--- src/rtl/cpu_defs.sv ---
// Shared CPU definitions for the fetch stage and its next-PC generator.
//  - B-type compare codes driven by decode
//  - reset PC / bubble instruction defaults
//  - fetch FSM state encoding
//  - bundle of decode-side branch/jump information
package cpu_defs;
  localparam logic [31:0] RESET_PC = 32'hBFC0_0000;
  localparam logic [31:0] NOP_INST = 32'h0000_0000;

  localparam logic [3:0] type_BEQ = 4'b0001;
  localparam logic [3:0] type_BNE = 4'b0000;

  typedef enum logic [1:0] {
    ST_BOOT = 2'd0,
    ST_RUN  = 2'd1,
    ST_HOLD = 2'd2
  } fe_state_t;

  typedef struct packed {
    logic        is_b;
    logic        is_j;
    logic        is_jr;
    logic [3:0]  b_type;
    logic [15:0] b_offset;
    logic [25:0] j_index;
    logic [31:0] rs_value;
    logic [31:0] rt_value;
  } br_req_t;
endpackage

--- src/rtl/fetch_stage_npc_gen.sv ---
// npc_gen: combinational next-fetch-address select.
// Ports:
//  fetch_pc  in  32  address currently being read (delay slot when a branch is in decode)
//  fe_pc     in  32  PC of the instruction sitting in decode
//  br        in      decode branch/jump info and forwarded operands
//  npc       out 32  next fetch address (may be misaligned for JR)
//  taken     out 1   a branch/jump is redirecting the fetch stream
module npc_gen
  import cpu_defs::*;
(
  input  logic [31:0] fetch_pc,
  input  logic [31:0] fe_pc,
  input  br_req_t     br,
  output logic [31:0] npc,
  output logic        taken
);
  logic [31:0] seq_pc, dly_pc, b_tgt, j_tgt;
  logic        ops_eq, b_taken;

  assign seq_pc  = fetch_pc + 32'd4;
  // Targets are relative to the delay slot, i.e. the branch PC + 4.
  assign dly_pc  = fe_pc + 32'd4;
  assign b_tgt   = dly_pc + {{14{br.b_offset[15]}}, br.b_offset, 2'b00};
  assign j_tgt   = {dly_pc[31:28], br.j_index, 2'b00};
  assign ops_eq  = (br.rs_value == br.rt_value);
  assign b_taken = br.is_b & ((br.b_type == type_BEQ) ? ops_eq : ~ops_eq);

  always_comb begin
    npc   = seq_pc;
    taken = 1'b0;
    if (br.is_jr) begin
      npc   = br.rs_value;
      taken = 1'b1;
    end else if (br.is_j) begin
      npc   = j_tgt;
      taken = 1'b1;
    end else if (b_taken) begin
      npc   = b_tgt;
      taken = 1'b1;
    end
  end
endmodule

--- src/rtl/fetch_stage.sv ---
// fetch_stage: IF stage of the 5-stage MIPS pipeline. Owns the PC, drives the
// synchronous-read instruction SRAM, and applies branch/jump redirects resolved
// in decode (one architectural delay slot, never squashed).
// Ports:
//  clk, resetn                 clock / async active-low reset
//  stall                       hold from hazard unit
//  de_is_b/j/jr, de_b_type,
//  de_b_offset, de_j_index,
//  de_rs_value, de_rt_value    decode branch/jump info and operands
//  inst_sram_en/addr/rdata     SRAM read port (data one cycle after addr)
//  fe_inst, current_pc         instruction and its PC to decode
//  fe_valid                    fe_inst is real (else bubble)
//  fe_redirect                 one-cycle pulse after a redirect edge
//  fe_adel                     sticky misaligned-fetch flag
module fetch_stage #(
  parameter logic [31:0] RESET_PC = cpu_defs::RESET_PC,
  parameter logic [31:0] NOP_INST = cpu_defs::NOP_INST
) (
  input  logic        clk,
  input  logic        resetn,
  input  logic        stall,
  input  logic        de_is_b,
  input  logic        de_is_j,
  input  logic        de_is_jr,
  input  logic [3:0]  de_b_type,
  input  logic [15:0] de_b_offset,
  input  logic [25:0] de_j_index,
  input  logic [31:0] de_rs_value,
  input  logic [31:0] de_rt_value,
  output logic        inst_sram_en,
  output logic [31:0] inst_sram_addr,
  input  logic [31:0] inst_sram_rdata,
  output logic [31:0] fe_inst,
  output logic [31:0] current_pc,
  output logic        fe_valid,
  output logic        fe_redirect,
  output logic        fe_adel
);
  import cpu_defs::*;

  fe_state_t   st, st_nx;
  logic [31:0] fetch_pc, fe_pc, inst_buf, npc;
  logic        taken, adv;
  br_req_t     br;

  assign br = '{is_b: de_is_b, is_j: de_is_j, is_jr: de_is_jr,
                b_type: de_b_type, b_offset: de_b_offset, j_index: de_j_index,
                rs_value: de_rs_value, rt_value: de_rt_value};

  npc_gen u_npc (
    .fetch_pc (fetch_pc),
    .fe_pc    (fe_pc),
    .br       (br),
    .npc      (npc),
    .taken    (taken)
  );

  // adv: PCs step forward this edge (and a redirect, if any, is applied).
  always_comb begin
    st_nx = st;
    adv   = 1'b0;
    unique case (st)
      ST_BOOT: st_nx = ST_RUN;
      ST_RUN:  if (stall) st_nx = ST_HOLD; else adv = 1'b1;
      ST_HOLD: if (!stall) begin st_nx = ST_RUN; adv = 1'b1; end
      default: st_nx = ST_BOOT;
    endcase
  end

  always_ff @(posedge clk or negedge resetn) begin
    if (!resetn) st <= ST_BOOT;
    else         st <= st_nx;
  end

  always_ff @(posedge clk or negedge resetn) begin
    if (!resetn) begin
      fetch_pc    <= RESET_PC;
      fe_pc       <= 32'd0;
      inst_buf    <= NOP_INST;
      fe_valid    <= 1'b0;
      fe_redirect <= 1'b0;
      fe_adel     <= 1'b0;
    end else begin
      fe_redirect <= adv & taken;
      if (st == ST_BOOT) begin
        fe_pc    <= RESET_PC;
        fetch_pc <= RESET_PC + 32'd4;
        fe_valid <= 1'b1;
      end
      // While held the SRAM re-reads fetch_pc, so the decode word must be captured.
      if (st == ST_RUN && stall) inst_buf <= inst_sram_rdata;
      if (adv) begin
        fe_pc    <= fetch_pc;
        fetch_pc <= npc & ~32'd3;
        if (npc[1:0] != 2'b00) fe_adel <= 1'b1;
      end
    end
  end

  assign inst_sram_en   = 1'b1;
  assign inst_sram_addr = fetch_pc;

  always_comb begin
    fe_inst = NOP_INST;
    if (fe_valid) fe_inst = (st == ST_HOLD) ? inst_buf : inst_sram_rdata;
  end

  assign current_pc = fe_valid ? fe_pc : 32'd0;
endmodule

--- config.mk ---
export PLATFORM = sky130hd
export DESIGN_NAME = fetch_stage
export DESIGN_NICKNAME = d
export VERILOG_FILES = /design/src/rtl/cpu_defs.sv /design/src/rtl/fetch_stage_npc_gen.sv /design/src/rtl/fetch_stage.sv
export SDC_FILE = /design/constraint.sdc
export NUM_CORES = 1
export LEC_CHECK = 0
export ABC_AREA = 1
export ABC_CLOCK_PERIOD_IN_PS = 4600
export CAP_MARGIN = 20
export CORE_MARGIN = 2
export CORE_UTILIZATION = 30
export DETAILED_ROUTE_END_ITERATION = 7
export PLACE_DENSITY = 0.51
export SLEW_MARGIN = 20
export SYNTH_ARGS = -nofsm -noshare
export SYNTH_HDL_FRONTEND = slang
export SYNTH_SLANG_ARGS = --single-unit
--- constraint.sdc ---
create_clock -name clk -period 4.6 [get_ports clk]
set_input_delay 0.69 -clock clk [delete_from_list [all_inputs] [get_ports clk]]
set_output_delay 0.69 -clock clk [all_outputs]
set_load 0.02 [all_outputs]
==> impl_metrics.json, run 1 <==
{
  "drive_gt1_share_pct": 3.96,
  "dieHeight_um": 184,
  "critical_path_peak_fanout": 5,
  "port-buffer-count": 242,
  "worstPathArrival_ps": 4130,
  "die_width_um": 184,
  "n_antenna_cell": 0,
  "grt_pass1_wl_mm": 58.1,
  "unrepaired_setup_endpoints_after_global_routing": "false",
  "critPathSlowestCell": "sky130_fd_sc_hd__nor4_1",
  "synth_area_sq_um": 9670,
  "drv_cap": 0,
  "synth_warn": 0,
  "r2r_setup_slack_ps": 770,
  "synth_simple_gate_area_share_pct": 36.7,
  "hold_violations": 0,
  "worst_setup_path_start_kind": "flop",
  "first_global_vias": 10400,
  "synth_top_family_by_area": "simple AND/OR/NAND/NOR gates",
  "relSlewSlack_pct": 38.9,
  "clock_tree.root_cell": "sky130_fd_sc_hd__clkbuf_16",
  "worstSetupStartpoint": "fe_pc[2]",
  "power.ir.vdd_worst_uv": 277,
  "cts_inserted_buffers": 9,
  "endpoint": "inst_sram_addr[22]",
  "die_area_sq_um": 33700,
  "fp.coreArea_sq_um": 31600,
  "clkLatencyLatePin_ps": 360,
  "routedWlPerCell_um": 17.1,
  "postCtsHoldBufs": 0,
  "critical_path.reg2reg.startpoint": "fe_pc[2]",
  "finish.utilization_pct": 40.3,
  "cp.required_ps": 4890,
  "path_type_of_the_worst_min_delay_path": "primary input to asynchronous set/reset pin",
  "cp.depth": 18,
  "timing.critical_path.slowest_cell_delay_ps": 650,
  "fraction_of_the_mapped_netlist_area_in_compound_gates_pct": 12.1,
  "io_pins": 248,
  "clk_pin_slew_worst_paths_ps": 80,
  "hpwl_mm": 31.1,
  "htree_levels": 3,
  "timing.critical_path.max_delay_family": "simple AND/OR/NAND/NOR gates",
  "synth_edf_count": 0,
  "pwr_density_cell_nw_per_um2": 536,
  "cts_tree": "yes",
  "post_drt_antenna_nets": 0,
  "ys_dominant_reg_cell": "sky130_fd_sc_hd__dfrtp_1",
  "max_freq_mhz": 261,
  "cts_sinks": 97,
  "cts-resized-gates": 0,
  "drt_wl_total_mm": 38.4,
  "ff2ff_path_depth": 18,
  "post_cts_repair_setup_buffers": 0,
  "global_route.overflow_total": 0,
  "yosys_register_bits": 97,
  "ys_seq_area_share_pct": 25.2,
  "globalRouteTotalUtil_pct": 22.4,
  "floorplan.initialDensity_pct": 30.6,
  "nNetsFinal": 2027,
  "tightestPinTransition_ps": 916,
  "clock-skew-final_ps": 12.1,
  "synth_cell_type_count": 43,
  "yosys.area_share.adder_pct": 5.38,
  "drt_first_pass_iters": 5,
  "detailedRoute.firstIterationViolations": 805,
  "synth_cells": 1620,
  "place.gp.congestion": 0.963,
  "timing.critical_path.cells": "ha_1, nand3_1, nor4_1, xor2_1, inv_1, ha_1, nand2_1, nor2_1, inv_1, nor2_1, nand3b_1, nand3_1, nand2_1, nand2_1, nand3_1, nand3_1, nand2_1, a21oi_1",
  "post-route-min-period_ps": 3830,
  "route.detailed.drc": 0,
  "synthArstFlopShare_pct": 100,
  "layout_worst_path_cycle_share_pct": 83.3,
  "synthesis.area_per_instance_sq_um": 5.97,
  "p_leak_nw": 6.46,
  "antenna_found_initial": 0,
  "timing.setup.critical_path_class": "flop to flop",
  "outcome": "finished clean",
  "synth.area.mux_share_pct": 0,
  "critical_path.reg2reg.endpoint": "inst_sram_addr[22]",
  "area_growth_pct": 31.9,
  "end_kind": "flop",
  "vias_per_cell": 4.80,
  "setup_viol": 0,
  "clock_path_buffers": 2,
  "placement_rows": 65,
  "synth_xor_xnor_area_share_pct": 6.42,
  "totalNegativeSetupSlack_ps": 0,
  "critPathBufInv": 2,
  "grt_max_degree": 66,
  "final-max-slew-violation-count": 0,
  "overall_via_count_from_detail_route": 10800,
  "finalPower_mw": 6.83
}
[worst min path at each step]
stage / end / depth (start not counted)
after floorplan: fe_adel / 0
after global placement: fe_adel / 1
after detailed placement: inst_buf[5] / 2
after CTS: inst_buf[17] / 1
after global routing: inst_buf[10] / 2
final: inst_buf[17] / 1
[placed cells by master, fill, tap and decap left out, types with 3 or more instances in the layout]
master	instances
sky130_fd_sc_hd__a21oi_1	91
sky130_fd_sc_hd__nand4_1	19
sky130_fd_sc_hd__clkdlybuf4s50_1	241
sky130_fd_sc_hd__inv_2	3
sky130_fd_sc_hd__nand3_2	4
sky130_fd_sc_hd__nand3_1	80
sky130_fd_sc_hd__nand2_1	538
sky130_fd_sc_hd__nor2_1	141
sky130_fd_sc_hd__conb_1	5
sky130_fd_sc_hd__o211ai_1	8
sky130_fd_sc_hd__clkbuf_16	9
sky130_fd_sc_hd__a22oi_1	5
sky130_fd_sc_hd__dfstp_2	9
sky130_fd_sc_hd__ha_1	40
sky130_fd_sc_hd__xor2_1	43
sky130_fd_sc_hd__dfrtp_1	87
sky130_fd_sc_hd__o21ai_1	3
sky130_fd_sc_hd__nor3_1	24
sky130_fd_sc_hd__buf_4	15
sky130_fd_sc_hd__inv_1	288
sky130_fd_sc_hd__nor2_2	4
sky130_fd_sc_hd__xnor2_1	26
sky130_fd_sc_hd__nor2_4	7
sky130_fd_sc_hd__o21ai_0	96
sky130_fd_sc_hd__nand2_2	4
sky130_fd_sc_hd__nor4_1	5
sky130_fd_sc_hd__o22ai_1	15
sky130_fd_sc_hd__nand3b_1	8
sky130_fd_sc_hd__nor3_2	4
[area by class of cell]
| cell class | count | area (sq um) |
|---|---|---|
| fill | 3473 | 18900 |
| multi-input combinational | 1182 | 5890 |
| timing repair buffer | 256 | 2520 |
| sequential | 97 | 2440 |
| inverter | 292 | 1100 |
| tap | 402 | 503 |
| clock buffer | 11 | 253 |
| clock inverter | 5 | 50.0 |
[per-stage QoR]
step           std cells  cell area (sq um)  worst slack [ps]  hold slack (ps)
6_report            2245              12800               767              439
5_1_grt             2245              12800               526              509
4_1_cts             2245              12800               833              485
3_5_place_dp        2229              12500               704              470
3_3_place_gp        2229              12500               717              461
2_1_floorplan       1623               9680              1750              394
[flip-flops by register name, summed over array words and instances (netlist names)]
name and flops:
fe_valid 1, fe_adel 1, inst_sram_addr 30, fe_redirect 1, fe_pc 30, st 2, inst_buf 32
[where the power goes]
part | internal, mW | switching (mW) | total, mW
Sequential | 1.22 | 0.382 | 1.60
Clock | 0.406 | 0.377 | 0.783
Combinational | 1.64 | 2.81 | 4.45
[layer usage]
layer	wire, um	share of wire (%)	GRT usage (%)	vias up
li1	-	-	-	5447
met1	17100	44	29.6	4891
met2	17900	47	37.5	398
met3	2460	6.4	3.90	50
met4	981	2.6	6.40	0
met5	0	0	0	-
[cell families after synthesis]
kind of cell,Yosys count
buf+inv,344
simple gates,844
compound gates,222
xor+xnor,70
other cells,2
flops,97
fa+ha+maj,41
[Yosys cell counts (2+ instances only)]
cell type	number	area share (%)
sky130_fd_sc_hd__nand2_1	538	21
sky130_fd_sc_hd__inv_1	288	11
sky130_fd_sc_hd__nor2_1	142	5.5
sky130_fd_sc_hd__o21ai_0	96	5.0
sky130_fd_sc_hd__a21oi_1	91	4.7
sky130_fd_sc_hd__dfrtp_1	88	23
sky130_fd_sc_hd__nand3_1	80	4.1
sky130_fd_sc_hd__xor2_1	43	3.9
sky130_fd_sc_hd__ha_1	40	5.2
sky130_fd_sc_hd__clkbuf_1	36	1.4
sky130_fd_sc_hd__xnor2_1	26	2.4
sky130_fd_sc_hd__nor3_1	24	1.2
sky130_fd_sc_hd__nand4_1	19	1.2
sky130_fd_sc_hd__o22ai_1	15	0.97
sky130_fd_sc_hd__dfstp_2	9	2.4
sky130_fd_sc_hd__nand3b_1	8	0.62
sky130_fd_sc_hd__o211ai_1	8	0.62
sky130_fd_sc_hd__buf_2	7	0.36
sky130_fd_sc_hd__nor2_4	7	0.81
sky130_fd_sc_hd__buf_4	6	0.47
sky130_fd_sc_hd__a22oi_1	5	0.39
sky130_fd_sc_hd__nor4_1	5	0.32
sky130_fd_sc_hd__nand2_2	4	0.26
sky130_fd_sc_hd__nand3_2	4	0.41
sky130_fd_sc_hd__nor3_2	4	0.41
sky130_fd_sc_hd__inv_2	3	0.12
sky130_fd_sc_hd__nor2_2	3	0.19
sky130_fd_sc_hd__o21ai_1	3	0.16
sky130_fd_sc_hd__conb_1	2	0.078
sky130_fd_sc_hd__o21bai_1	2	0.16
sky130_fd_sc_hd__or2_2	2	0.13
[worst register-to-register path, stage by stage (launching register included)]
cell and delay, ps:
sky130_fd_sc_hd__dfrtp_1 450, sky130_fd_sc_hd__ha_1 180, sky130_fd_sc_hd__nand3_1 160, sky130_fd_sc_hd__nor4_1 650
sky130_fd_sc_hd__xor2_1 210, sky130_fd_sc_hd__inv_1 90, sky130_fd_sc_hd__ha_1 370, sky130_fd_sc_hd__nand2_1 130
sky130_fd_sc_hd__nor2_1 270, sky130_fd_sc_hd__inv_1 80, sky130_fd_sc_hd__nor2_1 270, sky130_fd_sc_hd__nand3b_1 200
sky130_fd_sc_hd__nand3_1 130, sky130_fd_sc_hd__nand2_1 50, sky130_fd_sc_hd__nand2_1 100, sky130_fd_sc_hd__nand3_1 100
sky130_fd_sc_hd__nand3_1 130, sky130_fd_sc_hd__nand2_1 70, sky130_fd_sc_hd__a21oi_1 120
Power figures use the tool's default switching activity.
==> run 2, diff against run 1 <==
Settings changed: ABC_CLOCK_PERIOD_IN_PS 4600 to 3100, PLACE_DENSITY 0.51 to 0.53.
Clock period 4.6 ns to 3.1 ns, I/O delays scaled along.
==> run 2 against run 1 <==
The run now ends with negative setup slack left. First-iteration DRC count fell by 5.1%. Hold slack got worse by 310 ps. Combinational power rose by 83%. Core utilization rose by 5.1 points. Design area rose by 13%. Final cell count rose by 5.0%. Sequential cell count did not move. Register-to-register slack got worse by 790 ps. Wire length rose by 4.4%. Global-route usage rose by 1.0 points. Count of clock-buffer cells in the layout fell by 2. Highest routed layer unchanged.
==> impl_metrics.json, run 2 (synthesis results as in run 1) <==
{
  "clk_pin_slew_worst_paths_ps": 80,
  "final-max-slew-violation-count": 0,
  "cp.required_ps": 3400,
  "grt_max_degree": 66,
  "cts_inserted_buffers": 9,
  "grt_pass1_wl_mm": 60.9,
  "largest_register": "inst_buf",
  "cts_sinks": 97,
  "n_antenna_cell": 0,
  "outcome": "complete, but fails checks",
  "critical_path.reg2reg.startpoint": "fe_pc[7]",
  "detailedRoute.firstIterationViolations": 764,
  "nNetsFinal": 2140,
  "violations": "negative setup slack",
  "layout_common_cells": "sky130_fd_sc_hd__nand2_1, sky130_fd_sc_hd__inv_1, sky130_fd_sc_hd__clkdlybuf4s50_1, sky130_fd_sc_hd__buf_4, sky130_fd_sc_hd__nor2_1",
  "timing.critical_path.cells": "nand2_2, nor3_4, nand2_2, nor2_4, nand3_2, nor3_4, nand4_1, xor2_1, inv_2, ha_4, nand2_4, o21ai_1, a21oi_1, nand3_1, nand2_1, nand2_2, nand3_2, nand3_2, nand2_1, a21oi_1",
  "endpoint": "inst_sram_addr[27]",
  "clkLatencyLatePin_ps": 360,
  "port-buffer-count": 242,
  "fin_hold_ws_ps": 127,
  "global_route.overflow_total": 0,
  "number_of_flip_flops_in_the_largest_register": 32,
  "timing.setup.critical_path_class": "flop to flop",
  "die_area_sq_um": 33700,
  "clock-skew-final_ps": 8.74,
  "hpwl_mm": 32.2,
  "place.gp.congestion": 0.936,
  "postCtsHoldBufs": 0,
  "drt_wl_total_mm": 40.1,
  "drt_first_pass_iters": 5,
  "vias_per_cell": 4.78,
  "hold_violations": 0,
  "finalPower_mw": 11.7,
  "tightestPinTransition_ps": 699,
  "unrepaired_setup_endpoints_after_global_routing": "true",
  "post-route-min-period_ps": 3120,
  "ff2ff_path_depth": 20,
  "layout.cells.most_common": "sky130_fd_sc_hd__nand2_1",
  "layout_worst_path_cycle_share_pct": 101,
  "drive_gt1_share_pct": 16.1,
  "first_global_vias": 10800,
  "critical_path_peak_fanout": 4,
  "antenna_found_initial": 0,
  "setup_viol": 4,
  "critPathSlowestCell": "sky130_fd_sc_hd__dfrtp_1",
  "post-route-cell-area_sq_um": 14400,
  "die_width_um": 184,
  "clock_tree.root_cell": "sky130_fd_sc_hd__clkbuf_16",
  "area_growth_pct": 48.6,
  "relSlewSlack_pct": 53.4,
  "r2r_setup_slack_ps": -20,
  "fp.coreArea_sq_um": 31600,
  "placement_rows": 65,
  "overall_via_count_from_detail_route": 11300,
  "dieHeight_um": 184,
  "dpl_cell_area_sq_um": 13200,
  "worstSetupStartpoint": "fe_pc[7]",
  "power.ir.vdd_worst_uv": 411,
  "routedWlPerCell_um": 17.0,
  "worst_setup_path_start_kind": "flop",
  "p_leak_nw": 7.20,
  "drv_cap": 0,
  "path_type_of_the_worst_min_delay_path": "primary input to asynchronous set/reset pin",
  "globalRouteTotalUtil_pct": 23.4,
  "timing.critical_path.slowest_cell_delay_ps": 410,
  "post_drt_antenna_nets": 0,
  "post-route-worst-setup-slack_ps": -24.1,
  "totalNegativeSetupSlack_ps": -48.6,
  "htree_levels": 3,
  "worstPathArrival_ps": 3420,
  "route.detailed.drc": 0,
  "io_pins": 248,
  "end_kind": "flop",
  "max_freq_mhz": 320,
  "cts_tree": "yes",
  "critical_path.reg2reg.endpoint": "inst_sram_addr[27]",
  "pwr_density_cell_nw_per_um2": 811,
  "clock_path_buffers": 2,
  "pre_cts_ws_ps": -241,
  "floorplan.initialDensity_pct": 30.6
}
run 2: changes by cell type in the layout (fill, tap and decap cells not counted), sizes merged:
cell	before	now
clkinv	4	3
inv	292	294
bufinv	0	1
clkbuf	11	9
buf	15	128
run 2: where the power goes:
| part | internal (mW) | switching, mW | total, mW |
|---|---|---|---|
| logic | 3.32 | 4.81 | 8.13 |
| registers | 1.81 | 0.492 | 2.31 |
| clock network | 0.644 | 0.572 | 1.22 |
run 2: worst min path at each step:
stage | startpoint | to | slack, ps | cells past startpoint
after floorplan | resetn | fe_adel | 170 | 0
final | resetn | inst_buf[5] | 130 | 1
after detailed placement | inst_buf[7] | inst_buf[7] | 470 | 2
after global routing | resetn | inst_buf[5] | 180 | 1
after CTS | resetn | inst_buf[5] | 150 | 1
after global placement | inst_buf[11] | inst_buf[11] | 460 | 2
run 2: what timing repair did:
item                       4_1_cts  5_1_grt
pin swaps                        4       60
setup buffers                    2       15
cloned                           0        0
resized for setup               33      128
setup endpoints to repair       11       21
run 2: routing by layer:
| layer | share of wire (%) | routed length, um | GRT usage [%] | vias up |
|---|---|---|---|---|
| met5 | 0 | 0 | 0 | - |
| met4 | 2.7 | 1100 | 6.82 | 0 |
| met3 | 4.9 | 1950 | 2.99 | 52 |
| met2 | 46 | 18600 | 39.0 | 310 |
| met1 | 46 | 18400 | 31.7 | 5234 |
| li1 | - | - | - | 5672 |
run 2: metrics by stage:
| step | util, % | instances |
|---|---|---|
| 2_1_floorplan | - | 1623 |
| 4_1_cts | 43.2 | 2343 |
| 5_1_grt | 45.4 | 2358 |
| 3_5_place_dp | 41.8 | 2325 |
| 3_3_place_gp | 41.8 | 2325 |
| 6_report | 45.4 | 2358 |
run 2: cell type report:
type / instances / area, sq um
Tap cell: 402 / 503
Multi-Input combinational cell: 1182 / 6580
Clock buffer: 9 / 225
Inverter: 292 / 1100
Timing Repair Buffer: 369 / 3440
Clock inverter: 7 / 87.6
Sequential cell: 97 / 2440
Fill cell: 3346 / 17300
run 2: worst max-delay path: cells and delay by family (launching register included):
family | cells | cell delay, ps
flip-flops | 1 | 410
buffers and inverters | 1 | 90
XOR/XNOR | 1 | 210
adder cells (fa/ha/maj) | 1 | 280
AO/OA/AOI/OAI | 3 | 530
AND/OR/NAND/NOR | 14 | 1540
==> run 3, diff against run 2 <==
Settings changed: CORE_ASPECT_RATIO set to 0.7, PLACE_DENSITY 0.53 to 0.56.
==> run 3 against run 2 <==
The run still ends with negative setup slack left. Critical endpoint is now inst_sram_addr[31]. Clock skew barely moved. Wire length is 6.4% higher. Core utilization grew 1.3 points. Sequential cell count unchanged. Combinational power about the same. Critical path type unchanged. Hold slack lost 30 ps. Count of clock-buffer cells in the layout is 2 higher. Final cell count grew 2.3%. Highest routed layer is now met5. Design area grew 2.2%.
==> impl_metrics.json, run 3 (synthesis results as in run 1) <==
{
  "timing.critical_path.max_delay_family": "simple AND/OR/NAND/NOR gates",
  "postCtsHoldBufs": 0,
  "number_of_flip_flops_in_the_largest_register": 32,
  "power.ir.vdd_worst_uv": 396,
  "post-route-min-period_ps": 3150,
  "pwr_density_cell_nw_per_um2": 800,
  "relSlewSlack_pct": 52.7,
  "violations": "negative setup slack",
  "clock_tree.root_cell": "sky130_fd_sc_hd__clkbuf_16",
  "post-route-worst-setup-slack_ps": -50.4,
  "dpl_cell_area_sq_um": 13500,
  "vias_per_cell": 4.83,
  "hpwl_mm": 34.3,
  "globalRouteTotalUtil_pct": 24.9,
  "p_leak_nw": 7.42,
  "setup_viol": 5,
  "cts_tree": "yes",
  "final-max-slew-violation-count": 0,
  "outcome": "complete, but fails checks",
  "critPathMostFrequentCell": "sky130_fd_sc_hd__nand2_1",
  "fp.coreArea_sq_um": 31400,
  "finish.utilization_pct": 46.7,
  "clkLatencyLatePin_ps": 380,
  "path_type_of_the_worst_min_delay_path": "primary input to asynchronous set/reset pin",
  "route.detailed.drc": 0,
  "post_drt_antenna_nets": 0,
  "die_area_sq_um": 33700,
  "layout_common_cells": "sky130_fd_sc_hd__nand2_1, sky130_fd_sc_hd__inv_1, sky130_fd_sc_hd__clkdlybuf4s50_1, sky130_fd_sc_hd__buf_4, sky130_fd_sc_hd__nor2_1",
  "critPathSlowestCell": "sky130_fd_sc_hd__dfrtp_1",
  "dieHeight_um": 154,
  "die_width_um": 219,
  "tightestPinTransition_ps": 709,
  "overall_via_count_from_detail_route": 11700,
  "area_growth_pct": 51.8,
  "layout_worst_path_cycle_share_pct": 102,
  "grt_pass1_wl_mm": 63.6,
  "critPathBufInv": 3,
  "hold_violations": 0,
  "detailedRoute.firstIterationViolations": 871,
  "worstSetupStartpoint": "fe_pc[5]",
  "n_antenna_cell": 0,
  "cts_inserted_buffers": 9,
  "drt_wl_total_mm": 42.6,
  "timing.critical_path.slowest_cell_delay_ps": 360,
  "cts_sinks": 97,
  "nNetsFinal": 2176,
  "dp.cells": 2370,
  "post-route-cell-area_sq_um": 14700,
  "layout.cells.most_common": "sky130_fd_sc_hd__nand2_1",
  "finalPower_mw": 11.7,
  "end_kind": "flop",
  "io_pins": 248,
  "timing.critical_path.cells": "inv_2, nor3_4, nand2_2, nor2_4, nand4_1, nor3_2, xor2_1, inv_1, ha_4, nand2_4, buf_6, nor3_4, nand2_1, nor2_2, a21oi_2, nand2_1, nand2_1, nand2_2, nand3_2, a21oi_2",
  "critical_path_peak_fanout": 4,
  "first_global_vias": 10900,
  "critical_path.reg2reg.startpoint": "fe_pc[5]",
  "antenna_found_initial": 2,
  "floorplan.initialDensity_pct": 30.8,
  "htree_levels": 3,
  "place.gp.congestion": 0.942,
  "max_freq_mhz": 317,
  "worstPathArrival_ps": 3460,
  "clock-skew-final_ps": 8.87,
  "unrepaired_setup_endpoints_after_global_routing": "true",
  "global_route.overflow_total": 0,
  "largest_register": "inst_buf",
  "drt_first_pass_iters": 5,
  "grt_max_degree": 66,
  "worst_setup_path_start_kind": "flop",
  "clk_pin_slew_worst_paths_ps": 70,
  "timing.setup.critical_path_class": "flop to flop",
  "drive_gt1_share_pct": 17.4,
  "placement_rows": 54,
  "cp.required_ps": 3410,
  "port-buffer-count": 242,
  "layoutNonFillerInstCount": 2412,
  "drv_cap": 0,
  "routedWlPerCell_um": 17.7,
  "clock_path_buffers": 2
}
[run 3: changes by cell type in the layout (fill, tap and decap cells not counted), moves of 3 or more]
cell / change
sky130_fd_sc_hd__buf_12: +3
sky130_fd_sc_hd__buf_6: +3
sky130_fd_sc_hd__xor2_1: +3
sky130_fd_sc_hd__nand3_1: -3
sky130_fd_sc_hd__nand2_4: -3
sky130_fd_sc_hd__a21oi_2: +3
sky130_fd_sc_hd__ha_4: -5
sky130_fd_sc_hd__ha_1: +5
sky130_fd_sc_hd__buf_4: +30
sky130_fd_sc_hd__nand3_4: +3
sky130_fd_sc_hd__xor2_2: -4
sky130_fd_sc_hd__nand2_1: +5
sky130_fd_sc_hd__a21oi_1: -4
[run 3: worst paths after layout]
kind / end / slack [ps] / depth (start not counted)
worst max-delay path: inst_sram_addr[31] / -50 / 20
worst min-delay path: fe_pc[24] / 100 / 1
worst max register to register: inst_sram_addr[31] / -50 / 20
worst min register to register: inst_buf[17] / 490 / 2
max in group asynchronous: inst_sram_addr[22] / 2210 / 2
min in group clk: inst_buf[17] / 490 / 2
[run 3: metrics by stage]
stage / hold WS (ps) / setup slack (ps) / setup TNS [ps]
3_5_place_dp: 469 / -411 / -1770
4_1_cts: 135 / -31.9 / -68.6
2_1_floorplan: 169 / 247 / 0
6_report: 96.9 / -50.4 / -192
3_3_place_gp: 461 / -386 / -985
5_1_grt: 143 / -277 / -2160
[run 3: layer usage]
layer,wire [um],part of all wire [%],global-route usage (%)
met5,30,0.070,0
met3,3790,8.9,7.83
met2,17800,42,35.5
met1,20300,48,36.3
met4,751,1.8,5.41
[run 3: final cells by class]
cell class,count,area [sq um]
fillers,3347,16700
multi-input cells,1182,6550
well taps,420,526
clock inverters,5,80.1
inverters,292,1100
flip-flops and latches,97,2440
clock buffers,11,233
repair buffers,405,3750
[run 3: what timing repair did]
action,CTS,global route
buffers inserted,5,21
cloned,0,0
pin swaps,3,63
gates resized for setup,29,129
setup endpoints to repair,15,21
[run 3: power by group]
| part | total [mW] | switching, mW | internal, mW |
|---|---|---|---|
| clock | 1.25 | 0.545 | 0.707 |
| combinational | 8.13 | 4.76 | 3.37 |
| sequential | 2.36 | 0.544 | 1.82 |
